## src/rtl/systolic_feeder.sv

```systemverilog
// ---------------------------------------------------------------------------
// systolic_feeder
//   Operand stager for an NxN systolic_array. Holds one A and one B matrix,
//   and on start clears the array accumulators, then streams A rows into
//   in_left and B columns into in_top with a diagonal skew. It drives
//   acc_rst/acc_en/shift_en so the array ends up holding C = A*B, and pulses
//   done once acc_out is final.
//
// Ports
//   clk       in   rising-edge clock
//   rst       in   asynchronous active-high reset (operand storage kept)
//   wr_en     in   operand row write strobe, honoured only while idle
//   wr_sel    in   0 = write A row, 1 = write B row
//   wr_addr   in   row index
//   wr_data   in   row data, element j at [j*DATA_WIDTH +: DATA_WIDTH]
//   start     in   begin a multiply, honoured only while idle
//   busy      out  sequence in progress
//   done      out  one-cycle pulse, result valid on the array's acc_out
//   in_left   out  per-row A operand to the array
//   in_top    out  per-column B operand to the array
//   acc_rst   out  array accumulator clear
//   acc_en    out  array accumulate enable
//   shift_en  out  array operand shift enable
// ---------------------------------------------------------------------------
module systolic_feeder #(
  parameter int MATRIX_SIZE  = 4,
  parameter int DATA_WIDTH   = 8,
  parameter int FLUSH_CYCLES = 1
) (
  input  logic                              clk,
  input  logic                              rst,
  input  logic                              wr_en,
  input  logic                              wr_sel,
  input  logic [$clog2(MATRIX_SIZE)-1:0]    wr_addr,
  input  logic [MATRIX_SIZE*DATA_WIDTH-1:0] wr_data,
  input  logic                              start,
  output logic                              busy,
  output logic                              done,
  output logic [DATA_WIDTH-1:0]             in_left [MATRIX_SIZE],
  output logic [DATA_WIDTH-1:0]             in_top  [MATRIX_SIZE],
  output logic                              acc_rst,
  output logic                              acc_en,
  output logic                              shift_en
);

  localparam int CNT_W = $clog2(3*MATRIX_SIZE - 2 + FLUSH_CYCLES + 1);
  localparam logic [CNT_W-1:0] STREAM_LAST = CNT_W'(3*MATRIX_SIZE - 3);
  localparam logic [CNT_W-1:0] FLUSH_LAST  = CNT_W'((FLUSH_CYCLES > 0) ? FLUSH_CYCLES - 1 : 0);
  localparam logic [CNT_W-1:0] DONE_LAST   = CNT_W'(1);

  typedef enum logic [2:0] {
    ST_IDLE   = 3'd0,
    ST_CLEAR  = 3'd1,
    ST_STREAM = 3'd2,
    ST_FLUSH  = 3'd3,
    ST_DONE   = 3'd4
  } state_t;

  state_t           state_q, state_d;
  logic [CNT_W-1:0] t_q, t_d;

  logic [DATA_WIDTH-1:0] a_mem_q [MATRIX_SIZE][MATRIX_SIZE];
  logic [DATA_WIDTH-1:0] a_mem_d [MATRIX_SIZE][MATRIX_SIZE];
  logic [DATA_WIDTH-1:0] b_mem_q [MATRIX_SIZE][MATRIX_SIZE];
  logic [DATA_WIDTH-1:0] b_mem_d [MATRIX_SIZE][MATRIX_SIZE];

  logic                  busy_q, busy_d;
  logic                  done_q, done_d;
  logic                  acc_rst_q, acc_rst_d;
  logic                  acc_en_q, acc_en_d;
  logic                  shift_en_q, shift_en_d;
  logic [DATA_WIDTH-1:0] in_left_q [MATRIX_SIZE];
  logic [DATA_WIDTH-1:0] in_left_d [MATRIX_SIZE];
  logic [DATA_WIDTH-1:0] in_top_q  [MATRIX_SIZE];
  logic [DATA_WIDTH-1:0] in_top_d  [MATRIX_SIZE];

  // Next-state and beat counter. DONE is held for two cycles: the first lets
  // the last flush accumulate land on acc_out, the second pulses done.
  always_comb begin
    state_d = state_q;
    t_d     = t_q;
    case (state_q)
      ST_IDLE: begin
        t_d = '0;
        if (start) begin
          state_d = ST_CLEAR;
        end else begin
          state_d = ST_IDLE;
        end
      end
      ST_CLEAR: begin
        state_d = ST_STREAM;
        t_d     = '0;
      end
      ST_STREAM: begin
        if (t_q == STREAM_LAST) begin
          t_d = '0;
          if (FLUSH_CYCLES == 0) begin
            state_d = ST_DONE;
          end else begin
            state_d = ST_FLUSH;
          end
        end else begin
          t_d = t_q + CNT_W'(1);
        end
      end
      ST_FLUSH: begin
        if (t_q == FLUSH_LAST) begin
          t_d     = '0;
          state_d = ST_DONE;
        end else begin
          t_d = t_q + CNT_W'(1);
        end
      end
      ST_DONE: begin
        if (t_q == DONE_LAST) begin
          t_d     = '0;
          state_d = ST_IDLE;
        end else begin
          t_d = t_q + CNT_W'(1);
        end
      end
      default: begin
        state_d = ST_IDLE;
        t_d     = '0;
      end
    endcase
  end

  // Operand storage update: one row per cycle, only while idle.
  always_comb begin
    a_mem_d = a_mem_q;
    b_mem_d = b_mem_q;
    if ((state_q == ST_IDLE) && wr_en) begin
      for (int j = 0; j < MATRIX_SIZE; j++) begin
        if (wr_sel) begin
          b_mem_d[wr_addr][j] = wr_data[j*DATA_WIDTH +: DATA_WIDTH];
        end else begin
          a_mem_d[wr_addr][j] = wr_data[j*DATA_WIDTH +: DATA_WIDTH];
        end
      end
    end else begin
      a_mem_d = a_mem_q;
    end
  end

  // Output values for the next cycle. Skew: row i / column j carries element
  // k on beat t = i + k (resp. j + k); every other beat is zero-filled.
  always_comb begin
    busy_d     = (state_q != ST_IDLE);
    done_d     = (state_q == ST_DONE) && (t_q == DONE_LAST);
    acc_rst_d  = (state_q == ST_CLEAR);
    acc_en_d   = (state_q == ST_STREAM) || (state_q == ST_FLUSH);
    shift_en_d = (state_q == ST_STREAM) || (state_q == ST_FLUSH);
    for (int i = 0; i < MATRIX_SIZE; i++) begin
      in_left_d[i] = '0;
      in_top_d[i]  = '0;
    end
    if (state_q == ST_STREAM) begin
      for (int i = 0; i < MATRIX_SIZE; i++) begin
        for (int k = 0; k < MATRIX_SIZE; k++) begin
          if (t_q == CNT_W'(i + k)) begin
            in_left_d[i] = a_mem_q[i][k];
            in_top_d[i]  = b_mem_q[k][i];
          end else begin
            in_left_d[i] = in_left_d[i];
          end
        end
      end
    end else begin
      busy_d = busy_d;
    end
  end

  // Control state and registered outputs; reset aborts immediately.
  always_ff @(posedge clk or posedge rst) begin
    if (rst) begin
      state_q    <= ST_IDLE;
      t_q        <= '0;
      busy_q     <= 1'b0;
      done_q     <= 1'b0;
      acc_rst_q  <= 1'b0;
      acc_en_q   <= 1'b0;
      shift_en_q <= 1'b0;
      for (int i = 0; i < MATRIX_SIZE; i++) begin
        in_left_q[i] <= '0;
        in_top_q[i]  <= '0;
      end
    end else begin
      state_q    <= state_d;
      t_q        <= t_d;
      busy_q     <= busy_d;
      done_q     <= done_d;
      acc_rst_q  <= acc_rst_d;
      acc_en_q   <= acc_en_d;
      shift_en_q <= shift_en_d;
      in_left_q  <= in_left_d;
      in_top_q   <= in_top_d;
    end
  end

  // Operand storage; deliberately survives reset.
  always_ff @(posedge clk) begin
    a_mem_q <= a_mem_d;
    b_mem_q <= b_mem_d;
  end

  assign busy     = busy_q;
  assign done     = done_q;
  assign acc_rst  = acc_rst_q;
  assign acc_en   = acc_en_q;
  assign shift_en = shift_en_q;
  assign in_left  = in_left_q;
  assign in_top   = in_top_q;

endmodule

```

## config.mk

```make
export PLATFORM = sky130hd
export DESIGN_NAME = systolic_feeder
export DESIGN_NICKNAME = d
export VERILOG_FILES = /design/src/rtl/systolic_feeder.sv
export SDC_FILE = /design/constraint.sdc
export NUM_CORES = 1
export LEC_CHECK = 0
export ABC_CLOCK_PERIOD_IN_PS = 3200
export CAP_MARGIN = 15
export CORE_ASPECT_RATIO = 1.4
export CORE_UTILIZATION = 48
export CTS_CLUSTER_DIAMETER = 60
export DETAILED_ROUTE_END_ITERATION = 7
export PLACE_DENSITY = 0.75
export SKIP_LAST_GASP = 1
export SYNTH_ARGS = -nofsm -noshare
export SYNTH_HDL_FRONTEND = slang
export SYNTH_SLANG_ARGS = --single-unit
```

## constraint.sdc

```tcl
create_clock -name clk -period 3.2 [get_ports clk]
set_input_delay 0.48 -clock clk [delete_from_list [all_inputs] [get_ports clk]]
set_output_delay 0.48 -clock clk [all_outputs]
set_load 0.05 [all_outputs]
```

==> flow_metrics.py <==
metrics = {
    "cells_and_area": {
        "area_growth_pct": 19.62,
        "final-seq-area_um2": 9565,
        "final_util_pct": 58.40,
        "drive_above_1_share_pct": 13.28,
        "mostFrequentLayoutCell": "edfxtp_1",
        "fin_nets": 1059,
        "multi_input_area_um2": 3266,
        "final_cell_mix": "edfxtp_1 (256), clkdlybuf4s50_1 (107), a21oi_1 (91)",
        "fill_cells": 2019,
    },
    "synth": {
        "yosys_warnings": 0,
        "avgSynthCellArea_um2": 14.39,
        "ys_seq_area_share_pct": 72.78,
        "synth_cell_types": 44,
        "syn_inst": 913,
        "syn-num-nets": 957,
        "netlist_area_um2": 13140,
        "synth_seq_cells": 331,
    },
    "placement": {
        "globalplace.congestion": 0.8202,
        "io_buffers": 107,
        "post-place-ws_ps": 488.8,
        "place_hpwl_um": 21350,
    },
    "floorplanning": {
        "initial_utilization_pct": 48.82,
        "io_pins": 108,
        "rows": 71,
        "fp.dieH_um": 197.8,
        "die_area_um2": 28050,
        "core_um2": 26920,
        "chipWidth_um": 141.8,
    },
    "grt": {
        "antenna_found_initial": 1,
        "overflow": 0,
        "grt_max_degree": 53,
        "grt_pass1_vias": 8218,
        "grt.total_usage_pct": 24.98,
        "grt_pass1_wl_um": 50430,
    },
    "setup_path": {
        "startpoint_type": "flop",
        "cp-end-kind": "flop",
        "critical_path_class": "reg -> reg",
        "r2r_cells": 3,
        "startpoint": "state_q[2]",
        "cp.required_ps": 3410,
        "reg2reg_setup_slack_ps": 700,
        "timing.rr.end": "b_mem_q[39]",
        "cp_max_fo": 8,
        "reg2reg_from": "state_q[2]",
        "arrival_ps": 2700,
    },
    "routing": {
        "postRouteAntennaNets": 0,
        "drt_iter0_markers": 919,
        "wl_um": 34220,
        "drc": 0,
        "wire_per_inst_um": 24.34,
        "vias": 8234,
        "drtPass1Iterations": 5,
        "via_per_inst": 5.856,
    },
    "clock_tree": {
        "insertion_delay_ps": 570,
        "cts_tree": "built",
        "clk_pin_slew_ps": 60,
        "h-tree-depth": 1,
        "post_cts.repair.setup_buffers": 0,
        "numCtsBuffers": 30,
        "postCtsHoldBufs": 0,
        "cts-root-buf": "clkbuf_16",
        "max-clock-path-buffers": 3,
        "ctsResizeCount": 0,
        "cts_sinks": 331,
    },
    "sta": {
        "clock.fmax_mhz": 400.2,
        "relSlewSlack_pct": 33.84,
        "worstMarginPinSlew_ps": 990.0,
        "slew_violations": 0,
        "fin_crit_ps": 2499,
        "setup_viol": 0,
        "period_share_pct": 78.09,
        "hold_viol": 0,
        "grt_setup_unrepaired": "false",
        "setup_slack_ps": 701.1,
        "whs_ps": 370.5,
        "fin_worst_skew_ps": 12.89,
        "setup_tns_ps": 0,
    },
    "pwr": {
        "p_total_w": 0.01231,
        "power_leakage_nw": 5.552,
        "p_per_area_nw_per_um2": 783.2,
        "peakVddDrop_mv": 0.4482,
    },
    "hold_path": {
        "hold_class": "in -> async",
    },
    "status": {
        "status": "finished clean",
    },
    "run": {
        "maxCapViolations": 0,
    },
}
==> where the power goes <==
| group | total (W) | switching [W] | internal (W) |
|---|---|---|---|
| clock | 0.00372 | 0.00155 | 0.00218 |
| sequential | 0.00510 | 0.000140 | 0.00496 |
| combinational | 0.00348 | 0.00231 | 0.00118 |
==> layer usage <==
layer	global-route usage (%)	up-vias	part of all wire, %
met1	30.64	4079	37
met4	12.82	0	4.9
met5	0	-	0
met2	42.47	380	51
li1	-	3671	-
met3	4.256	104	7.9
==> stage by stage <==
stage                     area (um^2)  instances
final                           15720       1406
after global routing            15720       1404
after CTS                       15720       1404
after detailed placement        14680       1348
after global placement          14680       1348
after floorplan                 13140        913
==> cell usage after synthesis, drive strengths merged <==
cell type  instances  area [um^2]
nand3             19        95.09
clkbuf            41        155.1
o21ai              4        20.02
a22oi             10        80.07
a21o              10        75.07
a21bo              1        10.01
clkinv             2        7.510
nand2b            13        81.33
a211o             16        140.1
nor3              22        110.1
edfxtp           256         7687
nor4b              2        47.55
a221oi             9        85.08
dfrtp             75         1877
or2                1        6.260
a21oi             91        455.4
or3                1        6.260
and2              57        356.6
or3b               2        17.52
o221a             39        439.2
buf               30        167.7
and3               9        56.30
nor3b              3        27.52
o22ai             16        100.1
xnor2              3        26.28
nor2              61        229.0
o2bb2ai            1        8.760
ha                 5        62.56
inv                6        22.52
a32oi             16        140.1
nand2             38        142.6
and3b              2        17.52
nor2b              2        12.51
nand3b            50        375.4
==> logic make-up after synthesis <==
family / count (synthesis) / share of synthesized area, %
AND/OR/NAND/NOR: 282 / 12.03
XOR/XNOR: 3 / 0.2000
AO/OA/AOI/OAI: 213 / 11.83
adder cells (fa/ha/maj): 5 / 0.4761
flip-flops: 331 / 72.78
buffers and inverters: 79 / 2.685
==> final cells by class <==
type | instances | area share (%)
Clock buffer | 45 | 5.452
Clock inverter | 11 | 1.114
Antenna cell | 2 | 0.03184
Inverter | 8 | 0.1990
Multi-Input combinational cell | 503 | 20.77
Timing Repair Buffer | 141 | 8.676
Sequential cell | 331 | 60.85
Tap cell | 365 | 2.905
==> state kept, by name, indices dropped and copies added (netlist names) <==
signal / flops
t_q: 4
b_mem_q: 128
busy: 1
state_q: 3
acc_rst: 1
done: 1
in_left: 32
shift_en: 1
in_top: 32
a_mem_q: 128
==> critical path, stage by stage (launching register included) <==
cell	delay, ps
dfrtp_1	470
nor3_1	530
nand3_1	480
nor2_1	660
==> how the worst max path moves through the flow <==
stage                         to  slack, ps  depth (start not counted)
detailed placement   b_mem_q[34]        490                          3
finish               b_mem_q[39]        700                          3
global route          in_top[10]        500                          5
global placement     b_mem_q[34]        610                          3
floorplan           b_mem_q[104]         30                          4
CTS                   in_top[20]        670                          6
Note: power is estimated with default switching activity, not from simulation.
